`src/rtl/commit_wide_pkg.sv`:
```
// Shared types for the commit_wide retirement unit: ROB entry and CDB packet layouts,
// instruction-type encodings, FSM state and group-end reason enums.
package commit_wide_pkg;

    localparam int ROB_TAG_W = 4;

    localparam logic [1:0] ITYPE_BRANCH = 2'b00;
    localparam logic [1:0] ITYPE_STORE  = 2'b01;

    // Branch entries reuse destination as the branch PC and value as the sign-extended immediate.
    typedef struct packed {
        logic [1:0]           itype;
        logic [ROB_TAG_W-1:0] tag;
        logic [31:0]          destination;
        logic [31:0]          value;
        logic                 branch_pred;
        logic                 branch_result;
        logic                 is_jalr;
        logic [3:0]           ras_pointer;
    } ROB_entry_t;

    typedef struct packed {
        logic [ROB_TAG_W-1:0] dest_ROB_entry;
        logic [31:0]          value;
        logic                 branch_result;
        logic                 load_step1;
        logic                 from_commit;
    } CDB_packet_t;

    typedef enum logic [1:0] {
        ST_RUN        = 2'd0,
        ST_STORE_WAIT = 2'd1,
        ST_FLUSH      = 2'd2
    } commit_state_t;

    typedef enum logic [2:0] {
        END_NONE      = 3'd0,
        END_IDLE      = 3'd1,
        END_NOT_READY = 3'd2,
        END_BRANCH    = 3'd3,
        END_JALR      = 3'd4,
        END_MISPRED   = 3'd5,
        END_STORE     = 3'd6
    } end_reason_t;

endpackage

```
`src/rtl/commit_wide_select.sv`:
```
// Per-slot commit mask: a slot retires only if every older slot retires and no
// group-ending rule (branch/JALR limits, mispredict, store) stops it.
module commit_select
    import commit_wide_pkg::*;
#(
    parameter int WIDTH    = 2,
    parameter int CNT_IN_W = 5
) (
    input  logic                run,
    input  logic [WIDTH-1:0]    head_ready,
    input  logic [WIDTH-1:0]    is_branch,
    input  logic [WIDTH-1:0]    is_store,
    input  logic [WIDTH-1:0]    is_jalr,
    input  logic [WIDTH-1:0]    is_mispred,
    input  logic [CNT_IN_W-1:0] rob_count,
    input  logic                jalrq_ready,
    output logic [WIDTH-1:0]    commit_mask,
    output end_reason_t         end_reason,
    output logic                store_at_head
);

    logic alive;
    logic seen_branch;
    logic seen_jalr;
    logic slot_ok;

    always_comb begin
        commit_mask = '0;
        end_reason  = run ? END_NONE : END_IDLE;
        alive       = run;
        seen_branch = 1'b0;
        seen_jalr   = 1'b0;
        slot_ok     = 1'b0;
        for (int i = 0; i < WIDTH; i++) begin
            slot_ok = alive;
            if (alive) begin
                if (CNT_IN_W'(i) >= rob_count) begin
                    slot_ok    = 1'b0;
                    end_reason = END_IDLE;
                end else if (!head_ready[i]) begin
                    slot_ok    = 1'b0;
                    end_reason = END_NOT_READY;
                end else if (is_store[i]) begin
                    slot_ok    = 1'b0;
                    end_reason = END_STORE;
                end else if (is_branch[i] && seen_branch) begin
                    slot_ok    = 1'b0;
                    end_reason = END_BRANCH;
                end else if (is_jalr[i] && (seen_jalr || !jalrq_ready)) begin
                    slot_ok    = 1'b0;
                    end_reason = END_JALR;
                end
            end
            commit_mask[i] = slot_ok;
            if (slot_ok) begin
                seen_branch = seen_branch | is_branch[i];
                seen_jalr   = seen_jalr | is_jalr[i];
                // A mispredicted branch retires itself but nothing younger.
                if (is_mispred[i]) begin
                    alive      = 1'b0;
                    end_reason = END_MISPRED;
                end
            end else begin
                alive = 1'b0;
            end
        end
        store_at_head = run && (rob_count != '0) && head_ready[0] && is_store[0];
    end

endmodule

```
`src/rtl/commit_wide.sv`:
```
// N-wide in-order retirement: per-lane register writes, branch predictor update,
// serialised store commit via req/done, fixed-length flush after a mispredict.
module commit_wide
    import commit_wide_pkg::*;
#(
    parameter int WIDTH        = 2,
    parameter int ROB_IDX_W    = ROB_TAG_W,
    parameter int FLUSH_CYCLES = 2,
    parameter int CNT_W        = 32
) (
    input  logic                              clk,
    input  logic                              rst_n,
    input  ROB_entry_t [WIDTH-1:0]            head,
    input  logic [WIDTH-1:0]                  head_ready,
    input  logic [ROB_IDX_W:0]                rob_count,
    input  logic                              jalrq_ready,
    input  logic                              store_done,
    output logic [$clog2(WIDTH+1)-1:0]        rd_count,
    output logic                              rd_en_jalrq,
    output logic [WIDTH-1:0]                  RegWrite,
    output logic [WIDTH-1:0][4:0]             rd,
    output logic [WIDTH-1:0][31:0]            WriteData,
    output logic [WIDTH-1:0][ROB_IDX_W-1:0]   commit_ROB,
    output CDB_packet_t [WIDTH-1:0]           commit_packet,
    output logic                              commit_is_branch,
    output logic                              commit_prediction,
    output logic                              commit_result,
    output logic [31:0]                       committed_pc,
    output logic [31:0]                       commit_imm_se,
    output logic [3:0]                        commit_ras_pointer,
    output logic                              store_commit_req,
    output logic                              flush,
    output logic [31:0]                       flush_pc,
    output logic [CNT_W-1:0]                  retired_cnt,
    output logic [CNT_W-1:0]                  mispredict_cnt,
    output commit_state_t                     dbg_state,
    output end_reason_t                       dbg_end_reason
);

    localparam int RC_W = $clog2(WIDTH+1);
    localparam int FC_W = (FLUSH_CYCLES > 1) ? $clog2(FLUSH_CYCLES) : 1;

    commit_state_t    state_q, state_d;
    logic             flush_q, flush_d;
    logic [31:0]      flush_pc_q, flush_pc_d;
    logic             store_req_q, store_req_d;
    logic [FC_W-1:0]  fcnt_q, fcnt_d;
    logic [CNT_W-1:0] retired_q, retired_d;
    logic [CNT_W-1:0] mispred_q, mispred_d;

    logic [WIDTH-1:0] is_branch, is_store, is_jalr, is_mispred, commit_mask;
    logic             store_at_head, store_fire, lane_fire, mispred_commit;
    logic [31:0]      flush_target;
    logic [RC_W-1:0]  rd_count_w;

    always_comb begin
        is_branch  = '0;
        is_store   = '0;
        is_jalr    = '0;
        is_mispred = '0;
        for (int i = 0; i < WIDTH; i++) begin
            is_branch[i]  = (head[i].itype == ITYPE_BRANCH);
            is_store[i]   = (head[i].itype == ITYPE_STORE);
            is_jalr[i]    = head[i].itype[1] && head[i].is_jalr;
            is_mispred[i] = is_branch[i] && (head[i].branch_pred != head[i].branch_result);
        end
    end

    commit_select #(
        .WIDTH    (WIDTH),
        .CNT_IN_W (ROB_IDX_W+1)
    ) u_select (
        .run           (state_q == ST_RUN),
        .head_ready    (head_ready),
        .is_branch     (is_branch),
        .is_store      (is_store),
        .is_jalr       (is_jalr),
        .is_mispred    (is_mispred),
        .rob_count     (rob_count),
        .jalrq_ready   (jalrq_ready),
        .commit_mask   (commit_mask),
        .end_reason    (dbg_end_reason),
        .store_at_head (store_at_head)
    );

    // Store handshake: store_commit_req is held high for the whole STORE_WAIT state;
    // a single-cycle store_done completes it and the store retires in that same cycle.
    assign store_fire = (state_q == ST_STORE_WAIT) && store_done;

    always_comb begin
        RegWrite           = '0;
        rd                 = '0;
        WriteData          = '0;
        commit_ROB         = '0;
        commit_packet      = '0;
        commit_is_branch   = 1'b0;
        commit_prediction  = 1'b0;
        commit_result      = 1'b0;
        committed_pc       = '0;
        commit_imm_se      = '0;
        commit_ras_pointer = '0;
        rd_en_jalrq        = 1'b0;
        mispred_commit     = 1'b0;
        flush_target       = '0;
        rd_count_w         = '0;
        lane_fire          = 1'b0;
        for (int i = 0; i < WIDTH; i++) begin
            lane_fire = commit_mask[i] || ((i == 0) && store_fire);
            if (lane_fire) begin
                rd_count_w                 = rd_count_w + RC_W'(1);
                commit_ROB[i]              = ROB_IDX_W'(head[i].tag);
                commit_packet[i].from_commit = 1'b1;
                commit_ras_pointer         = head[i].ras_pointer;
                if (head[i].itype[1]) begin
                    RegWrite[i]                     = 1'b1;
                    rd[i]                           = head[i].destination[4:0];
                    WriteData[i]                    = head[i].value;
                    commit_packet[i].dest_ROB_entry = head[i].tag;
                    commit_packet[i].value          = head[i].value;
                end
                if (is_branch[i]) begin
                    commit_is_branch  = 1'b1;
                    commit_prediction = head[i].branch_pred;
                    commit_result     = head[i].branch_result;
                    committed_pc      = head[i].destination;
                    commit_imm_se     = head[i].value;
                    if (is_mispred[i]) begin
                        mispred_commit = 1'b1;
                        flush_target   = head[i].branch_result
                                       ? head[i].destination + head[i].value
                                       : head[i].destination + 32'd4;
                    end
                end
                if (is_jalr[i]) begin
                    rd_en_jalrq = 1'b1;
                end
            end
        end
        rd_count = rd_count_w;
    end

    always_comb begin
        state_d     = state_q;
        flush_d     = 1'b0;
        flush_pc_d  = flush_pc_q;
        store_req_d = store_req_q;
        fcnt_d      = fcnt_q;
        retired_d   = retired_q + CNT_W'(rd_count_w);
        mispred_d   = mispred_q + CNT_W'(mispred_commit);
        case (state_q)
            ST_RUN: begin
                if (mispred_commit) begin
                    state_d    = ST_FLUSH;
                    flush_d    = 1'b1;
                    flush_pc_d = flush_target;
                    fcnt_d     = FC_W'(FLUSH_CYCLES - 1);
                end else if (store_at_head) begin
                    state_d     = ST_STORE_WAIT;
                    store_req_d = 1'b1;
                end
            end
            ST_STORE_WAIT: begin
                if (store_done) begin
                    state_d     = ST_RUN;
                    store_req_d = 1'b0;
                end
            end
            ST_FLUSH: begin
                // The flush pulse cycle is the first of the frozen cycles.
                if (fcnt_q == '0) begin
                    state_d = ST_RUN;
                end else begin
                    fcnt_d = fcnt_q - FC_W'(1);
                end
            end
            default: begin
                state_d     = ST_RUN;
                store_req_d = 1'b0;
            end
        endcase
    end

    always_ff @(posedge clk or negedge rst_n) begin
        if (!rst_n) begin
            state_q     <= ST_RUN;
            flush_q     <= 1'b0;
            flush_pc_q  <= '0;
            store_req_q <= 1'b0;
            fcnt_q      <= '0;
            retired_q   <= '0;
            mispred_q   <= '0;
        end else begin
            state_q     <= state_d;
            flush_q     <= flush_d;
            flush_pc_q  <= flush_pc_d;
            store_req_q <= store_req_d;
            fcnt_q      <= fcnt_d;
            retired_q   <= retired_d;
            mispred_q   <= mispred_d;
        end
    end

    assign store_commit_req = store_req_q;
    assign flush            = flush_q;
    assign flush_pc         = flush_pc_q;
    assign retired_cnt      = retired_q;
    assign mispredict_cnt   = mispred_q;
    assign dbg_state        = state_q;

endmodule

```
`config.mk`:
```
export PLATFORM = sky130hd
export DESIGN_NAME = commit_wide
export DESIGN_NICKNAME = d
export VERILOG_FILES = /design/src/rtl/commit_wide_pkg.sv /design/src/rtl/commit_wide_select.sv /design/src/rtl/commit_wide.sv
export SDC_FILE = /design/constraint.sdc
export NUM_CORES = 1
export LEC_CHECK = 0
export CAP_MARGIN = 20
export CORE_AREA = 2 2 197 199
export DETAILED_ROUTE_END_ITERATION = 7
export DIE_AREA = 0 0 199 201
export PLACE_DENSITY = 0.68
export SLEW_MARGIN = 0
export SYNTH_ARGS = -nofsm -noshare
export SYNTH_HDL_FRONTEND = slang
export SYNTH_HIERARCHICAL = 1
export SYNTH_SLANG_ARGS = --single-unit
export TNS_END_PERCENT = 20
```
`constraint.sdc`:
```
create_clock -name clk -period 4.6 [get_ports clk]
set_clock_uncertainty 0.2 [all_clocks]
set_input_delay 0.92 -clock clk [delete_from_list [all_inputs] [get_ports clk]]
set_output_delay 0.92 -clock clk [all_outputs]
set_load 0.005 [all_outputs]
```
==> out/metrics.cfg, run 1 <==
[worst_setup_path]
critPathKind=input pin to primary output
worstSetupEndpointType=primary output
required_ns=3.48
worstSetupStartpointType=input pin
crit_path_max_fanout=9
critical_path_arrival_ns=3.38

[floorplanning]
die_height_um=201
core-area_sq_um=38100
floorplan.initialDensity_pct=31.0
die_area_sq_um=40000
die_width_um=199
floorplan.rows=72
boundaryPins=504

[drt]
drtPass1Iterations=7
drc=0
vias=13900
totalWireLength_mm=59.3
detailed_route_vias_per_instance=5.53
detail_route.iter0.violations=923
postRouteAntennaNets=0
routedWlPerCell_um=23.6

[logic_synthesis]
syn_area_sq_um=11800
synth_enable_flop_cells=0
yosysMostFrequentCell=sky130_fd_sc_hd__nand2_1
ys.warnings.count=6
synthCells=1467
syn_area_per_cell_sq_um=8.05
netlist_top_cells_area=sky130_fd_sc_hd__dfrtp_1 21%, sky130_fd_sc_hd__xnor2_1 7.7%, sky130_fd_sc_hd__ha_1 7.3%
post_synth_top_cells=113 x sky130_fd_sc_hd__nand2_1, 109 x sky130_fd_sc_hd__and3_1, 104 x sky130_fd_sc_hd__xnor2_1
ys_dominant_reg_cell=sky130_fd_sc_hd__dfrtp_1
synth_cell_types=99
ys_async_sr_fraction_pct=100
synth_largest_type_area_fraction_pct=21.4
yosysTopAreaCell=sky130_fd_sc_hd__dfrtp_1
sequential_fraction_of_the_synthesis_area_pct=21.4
synth_seq_cells=101

[cells_and_area]
antenna_cells=0
nNetsFinal=2234
drive_above_1_share_pct=12.7
fin_area_sq_um=18500
syn2layout_area_growth_pct=56.3
finish.cell_count_without_fillers=2520
final_core_util_pct=48.4

[flow_run]
timing.max_cap.violations=0

[clocking]
maximum_level_of_the_cts_h_tree=3
cts_tree=yes
clk-insertion-delay-late_ns=0.36
total_clock_sinks=101
tritoncts_buffers=9
clock_tree.buffer_depth=2
root_buffer=sky130_fd_sc_hd__clkbuf_16
clkSlewWorstSetupHoldPaths_ns=0.08

[grt]
grt_pass1_wl_mm=86.8
pin_count_of_the_biggest_net_entering_global_routing=63
antenna_violations_before_repair=1
grt-ovfl-total=0
grt_usage_pct=28.8
number_of_global_route_vias_before_repair=14000

[sta]
period_share_pct=97.8
drv_slew=0
achievable-frequency_ghz=0.222
worst-slew-pin-transition_ns=0.801
final-hold-violation-count=0
timing.slew.headroom_pct=46.6
worst_hold_slack_ns=0.269
finalWorstPathRequiredPeriod_ns=4.50
grt_setup_unrepaired=false
setup-tns-final_ns=0
setup_viol_count_final=0
setup_ws_ns=0.100

[placed_design]
placement.cell_area_sq_um=17700
place.detailed.hpwl_mm=46.4
routabilityCongestion=1.00
dp_cells=2479
dp_slack_ns=-0.370
io_buffers=499

[power]
power.leakage_nw=8.18
vdd.ir_drop.worst_v=0.000198
power_per_cell_area_nw_per_um2=215
report.power.total_mw=3.98

[outcome]
run_status=complete, no violations

[min_path]
worst_hold_path_type=register to register

registers in the layout, summed over array words and instances, names as in the netlist:
| name | flops |
|---|---|
| fcnt_q | 1 |
| dbg_state | 2 |
| flush | 1 |
| store_commit_req | 1 |
| retired_cnt | 32 |
| flush_pc | 32 |
| mispredict_cnt | 32 |
timing repair:
action | 4_1_cts | 5_1_grt
cloned | 8 | 0
buffers inserted | 15 | 2
pin swaps | 13 | 6
gates resized for setup | 112 | 7
hold buffers | 0 | 0
setup endpoints to repair | 161 | 158
endpoints found under the hold margin | 0 | 0
placed cells by master (no fill, tap or decap), drive strengths merged, types with 36 or more instances in the layout:
| master | Yosys | final |
|---|---|---|
| a21o | 36 | 36 |
| a21oi | 93 | 93 |
| a22o | 71 | 71 |
| and3 | 111 | 111 |
| buf | 80 | 159 |
| clkdlybuf4s50 | 0 | 419 |
| dfrtp | 101 | 101 |
| dlygate4sd2 | 0 | 63 |
| ha | 69 | 69 |
| nand2 | 114 | 114 |
| nand3 | 67 | 67 |
| nor2 | 102 | 102 |
| o21ai | 51 | 51 |
| xnor2 | 104 | 104 |
| xor2 | 50 | 50 |
power by group:
group	total (mW)	internal, mW	switching, mW	leakage [nW]
registers	1.19	1.05	0.148	1.32
logic	1.96	1.02	0.945	6.71
clock network	0.819	0.390	0.429	0.145
final cells by class:
type	instances	area (sq um)
Clock buffer	9	225
Clock inverter	7	75.1
Fill cell	3707	19700
Inverter	28	105
Multi-Input combinational cell	1201	8450
Sequential cell	101	2530
Tap cell	518	648
Timing Repair Buffer	656	6430
logic make-up after synthesis:
| logic type | after synthesis | synth area share (%) |
|---|---|---|
| compound gates | 392 | 24.0 |
| flops | 101 | 21.4 |
| fa+ha+maj | 72 | 7.82 |
| mux | 16 | 1.38 |
| other cells | 1 | 0.0318 |
| simple gates | 563 | 25.7 |
| buf+inv | 168 | 8.18 |
| xor+xnor | 154 | 11.4 |
worst max-delay path: stages:
cell and delay [ns]:
sky130_fd_sc_hd__clkdlybuf4s50_1 0.50, sky130_fd_sc_hd__nor2b_1 0.19, sky130_fd_sc_hd__nand4_1 0.20, sky130_fd_sc_hd__nor2_4 0.14
sky130_fd_sc_hd__nor3b_4 0.23, sky130_fd_sc_hd__buf_12 0.15, sky130_fd_sc_hd__nor2_4 0.04, sky130_fd_sc_hd__buf_12 0.14
sky130_fd_sc_hd__buf_4 0.15, sky130_fd_sc_hd__buf_16 0.15, sky130_fd_sc_hd__buf_4 0.16, sky130_fd_sc_hd__a22o_1 0.18
sky130_fd_sc_hd__clkdlybuf4s15_2 0.22
layer usage:
layer	share of wire, %	vias to the layer above	GRT usage [%]
li1	-	6408	-
met1	40	6747	35.6
met2	48	691	49.8
met3	8.2	87	6.13
met4	3.1	2	8.42
met5	0.020	-	0
path summary, 6_finish.rpt:
check / from / end / slack (ns) / depth (start not counted)
max: head_ready[1] / committed_pc[5] / 0.10 / 13
min: retired_cnt[31]$_DFF_PN0_ / retired_cnt[31]$_DFF_PN0_ / 0.27 / 1
max reg2reg: dbg_state[1]$_DFFE_PN0P_ / mispredict_cnt[22]$_DFF_PN0_ / 0.44 / 19
min reg2reg: retired_cnt[31]$_DFF_PN0_ / retired_cnt[31]$_DFF_PN0_ / 0.27 / 1
max in group asynchronous: rst_n / flush_pc[28]$_DFFE_PN0P_ / 2.87 / 2
min in group asynchronous: rst_n / retired_cnt[27]$_DFF_PN0_ / 0.45 / 1
No activity file was read; power rests on OpenSTA's default activity.
==> inputs of run 2 (changes only) <==
--- a/config.mk
+++ b/config.mk
@@ -9,7 +9,10 @@
 export CORE_AREA = 2 2 197 199
 export DETAILED_ROUTE_END_ITERATION = 7
 export DIE_AREA = 0 0 199 201
+export GPL_ROUTABILITY_DRIVEN = 1
 export PLACE_DENSITY = 0.68
+export REMOVE_ABC_BUFFERS = 1
+export SKIP_LAST_GASP = 1
 export SLEW_MARGIN = 0
 export SYNTH_ARGS = -nofsm -noshare
 export SYNTH_HDL_FRONTEND = slang
==> out/metrics.cfg, run 2 (synthesis gave the netlist of run 1 again) <==
[power]
report.power.total_mw=3.88
vdd.ir_drop.worst_v=0.000206
power.leakage_nw=8.27
power_per_cell_area_nw_per_um2=214

[worst_setup_path]
worst_r2r_startpoint=dbg_state[1]$_DFFE_PN0P_
critPathKind=input pin to primary output
crit_path_max_fanout=19
timing.critical_path.from=rob_count[1]
crit_path_cell_trace=clkdlybuf4s50_1 > nor4_4 > buf_4 > nor2_1 > nand4_1 > nor2_4 > nor3b_4 > buf_6 > nor2_4 > bufbuf_16 > a22o_1 > clkdlybuf4s50_1
critical-path-slowest-cell=sky130_fd_sc_hd__clkdlybuf4s50_1
crit_path_max_incr_delay_ns=0.51
reg2reg_setup_slack_ns=0.76
crit_end=committed_pc[14]
required_ns=3.48
worst_r2r_endpoint=mispredict_cnt[31]$_DFF_PN0_
worstSetupEndpointType=primary output
critical_path_arrival_ns=3.63
worstSetupStartpointType=input pin
worst_r2r_path_depth=19

[cells_and_area]
fillers=3730
nNetsFinal=2209
layout_commonest_cell=sky130_fd_sc_hd__clkdlybuf4s50_1
final_core_util_pct=47.7
layout_common_cells=461 x sky130_fd_sc_hd__clkdlybuf4s50_1, 118 x sky130_fd_sc_hd__buf_4, 113 x sky130_fd_sc_hd__nand2_1
drive_above_1_share_pct=10.4
syn2layout_area_growth_pct=53.8

[sta]
setup_ws_ns=-0.152
timing.slew.headroom_pct=56.0
finalWorstPathRequiredPeriod_ns=4.75
setup-tns-final_ns=-3.92
period_share_pct=103
grt_setup_unrepaired=true
setup_viol_count_final=46
final-hold-violation-count=0
drv_slew=0
worst-slew-pin-transition_ns=0.654
achievable-frequency_ghz=0.210

[drt]
totalWireLength_mm=53.9
detailed_route_vias_per_instance=5.41
detail_route.iter0.violations=918
postRouteAntennaNets=0
drc=0
routedWlPerCell_um=21.6
drtPass1Iterations=5
vias=13500

[min_path]
worst_hold_path_type=input pin to asynchronous set/reset pin

[placed_design]
place.detailed.hpwl_mm=43.6
routabilityCongestion=0.987
io_buffers=499

[grt]
antenna_violations_before_repair=1
pin_count_of_the_biggest_net_entering_global_routing=83
grt_usage_pct=25.8
number_of_global_route_vias_before_repair=13700
grt_pass1_wl_mm=79.5
grt-ovfl-total=0

[outcome]
run_status=complete, but fails checks
violations=negative setup slack

[clocking]
tritoncts_buffers=9
total_clock_sinks=101
clock_tree.buffer_depth=2
clkSlewWorstSetupHoldPaths_ns=0.08
clk-insertion-delay-late_ns=0.35
cts_tree=yes
root_buffer=sky130_fd_sc_hd__clkbuf_16
maximum_level_of_the_cts_h_tree=3

[floorplanning]
boundaryPins=504
die_height_um=201
floorplan.initialDensity_pct=31.0
floorplan.rows=72
die_area_sq_um=40000
core-area_sq_um=38100
die_width_um=199

[flow_run]
timing.max_cap.violations=0

run 2: power breakdown:
| part | total (mW) | leakage (nW) | switching, mW | internal [mW] |
|---|---|---|---|---|
| clock | 0.794 | 0.142 | 0.411 | 0.383 |
| combinational | 1.91 | 6.80 | 0.909 | 1.00 |
| sequential | 1.18 | 1.32 | 0.130 | 1.05 |
| total | 3.88 | 8.27 | 1.45 | 2.43 |
run 2: worst min path at each step:
stage                                          from                            to  slack [ns]  cells past startpoint
after floorplan           retired_cnt[31]$_DFF_PN0_     retired_cnt[31]$_DFF_PN0_        0.26                      1
after global placement    retired_cnt[31]$_DFF_PN0_     retired_cnt[31]$_DFF_PN0_        0.26                      1
after detailed placement  retired_cnt[31]$_DFF_PN0_     retired_cnt[31]$_DFF_PN0_        0.26                      1
after CTS                 retired_cnt[31]$_DFF_PN0_     retired_cnt[31]$_DFF_PN0_        0.28                      1
after global routing                          rst_n  mispredict_cnt[27]$_DFF_PN0_        0.25                      1
final                                         rst_n  mispredict_cnt[31]$_DFF_PN0_        0.25                      1
run 2: through the flow:
step | setup WS (ns) | hold WS, ns | instances | area (sq um)
after global routing | -0.302 | 0.248 | 2496 | 18200
after floorplan | -2.69 | 0.265 | 1330 | 11000
final | -0.152 | 0.248 | 2497 | 18200
after global placement | -0.185 | 0.259 | 2465 | 17600
after CTS | -0.178 | 0.276 | 2485 | 17900
after detailed placement | -0.232 | 0.262 | 2465 | 17600
run 2: repair_timing:
item                       in CTS  in global routing
pin swaps                       3                  3
setup buffers                   3                  6
gates resized for setup         2                 36
cloned                          1                  3
setup endpoints to repair      74                189
hold buffers                    0                  0
run 2: layer usage:
| metal | vias to the layer above | global-route usage [%] | share of wire (%) |
|---|---|---|---|
| li1 | 6360 | - | - |
| met2 | 543 | 45.7 | 49 |
| met5 | - | 0 | 0 |
| met4 | 0 | 8.66 | 3.1 |
| met1 | 6518 | 31.5 | 41 |
| met3 | 79 | 4.39 | 6.2 |
run 2: critical path, delay by kind of cell:
kind | cells | cell delay (ns)
AND/OR/NAND/NOR | 6 | 0.94
buffers and inverters | 5 | 1.60
AO/OA/AOI/OAI | 1 | 0.14
run 2: area by class of cell:
class,instances,area [sq um],area share [%]
clock buffers,9,225,1.24
diodes,2,5.00,0.0276
clock inverters,7,66.3,0.365
repair buffers,631,6240,34.4
flip-flops and latches,101,2530,13.9
multi-input cells,1201,8340,45.9
well taps,518,648,3.57
inverters,28,105,0.579
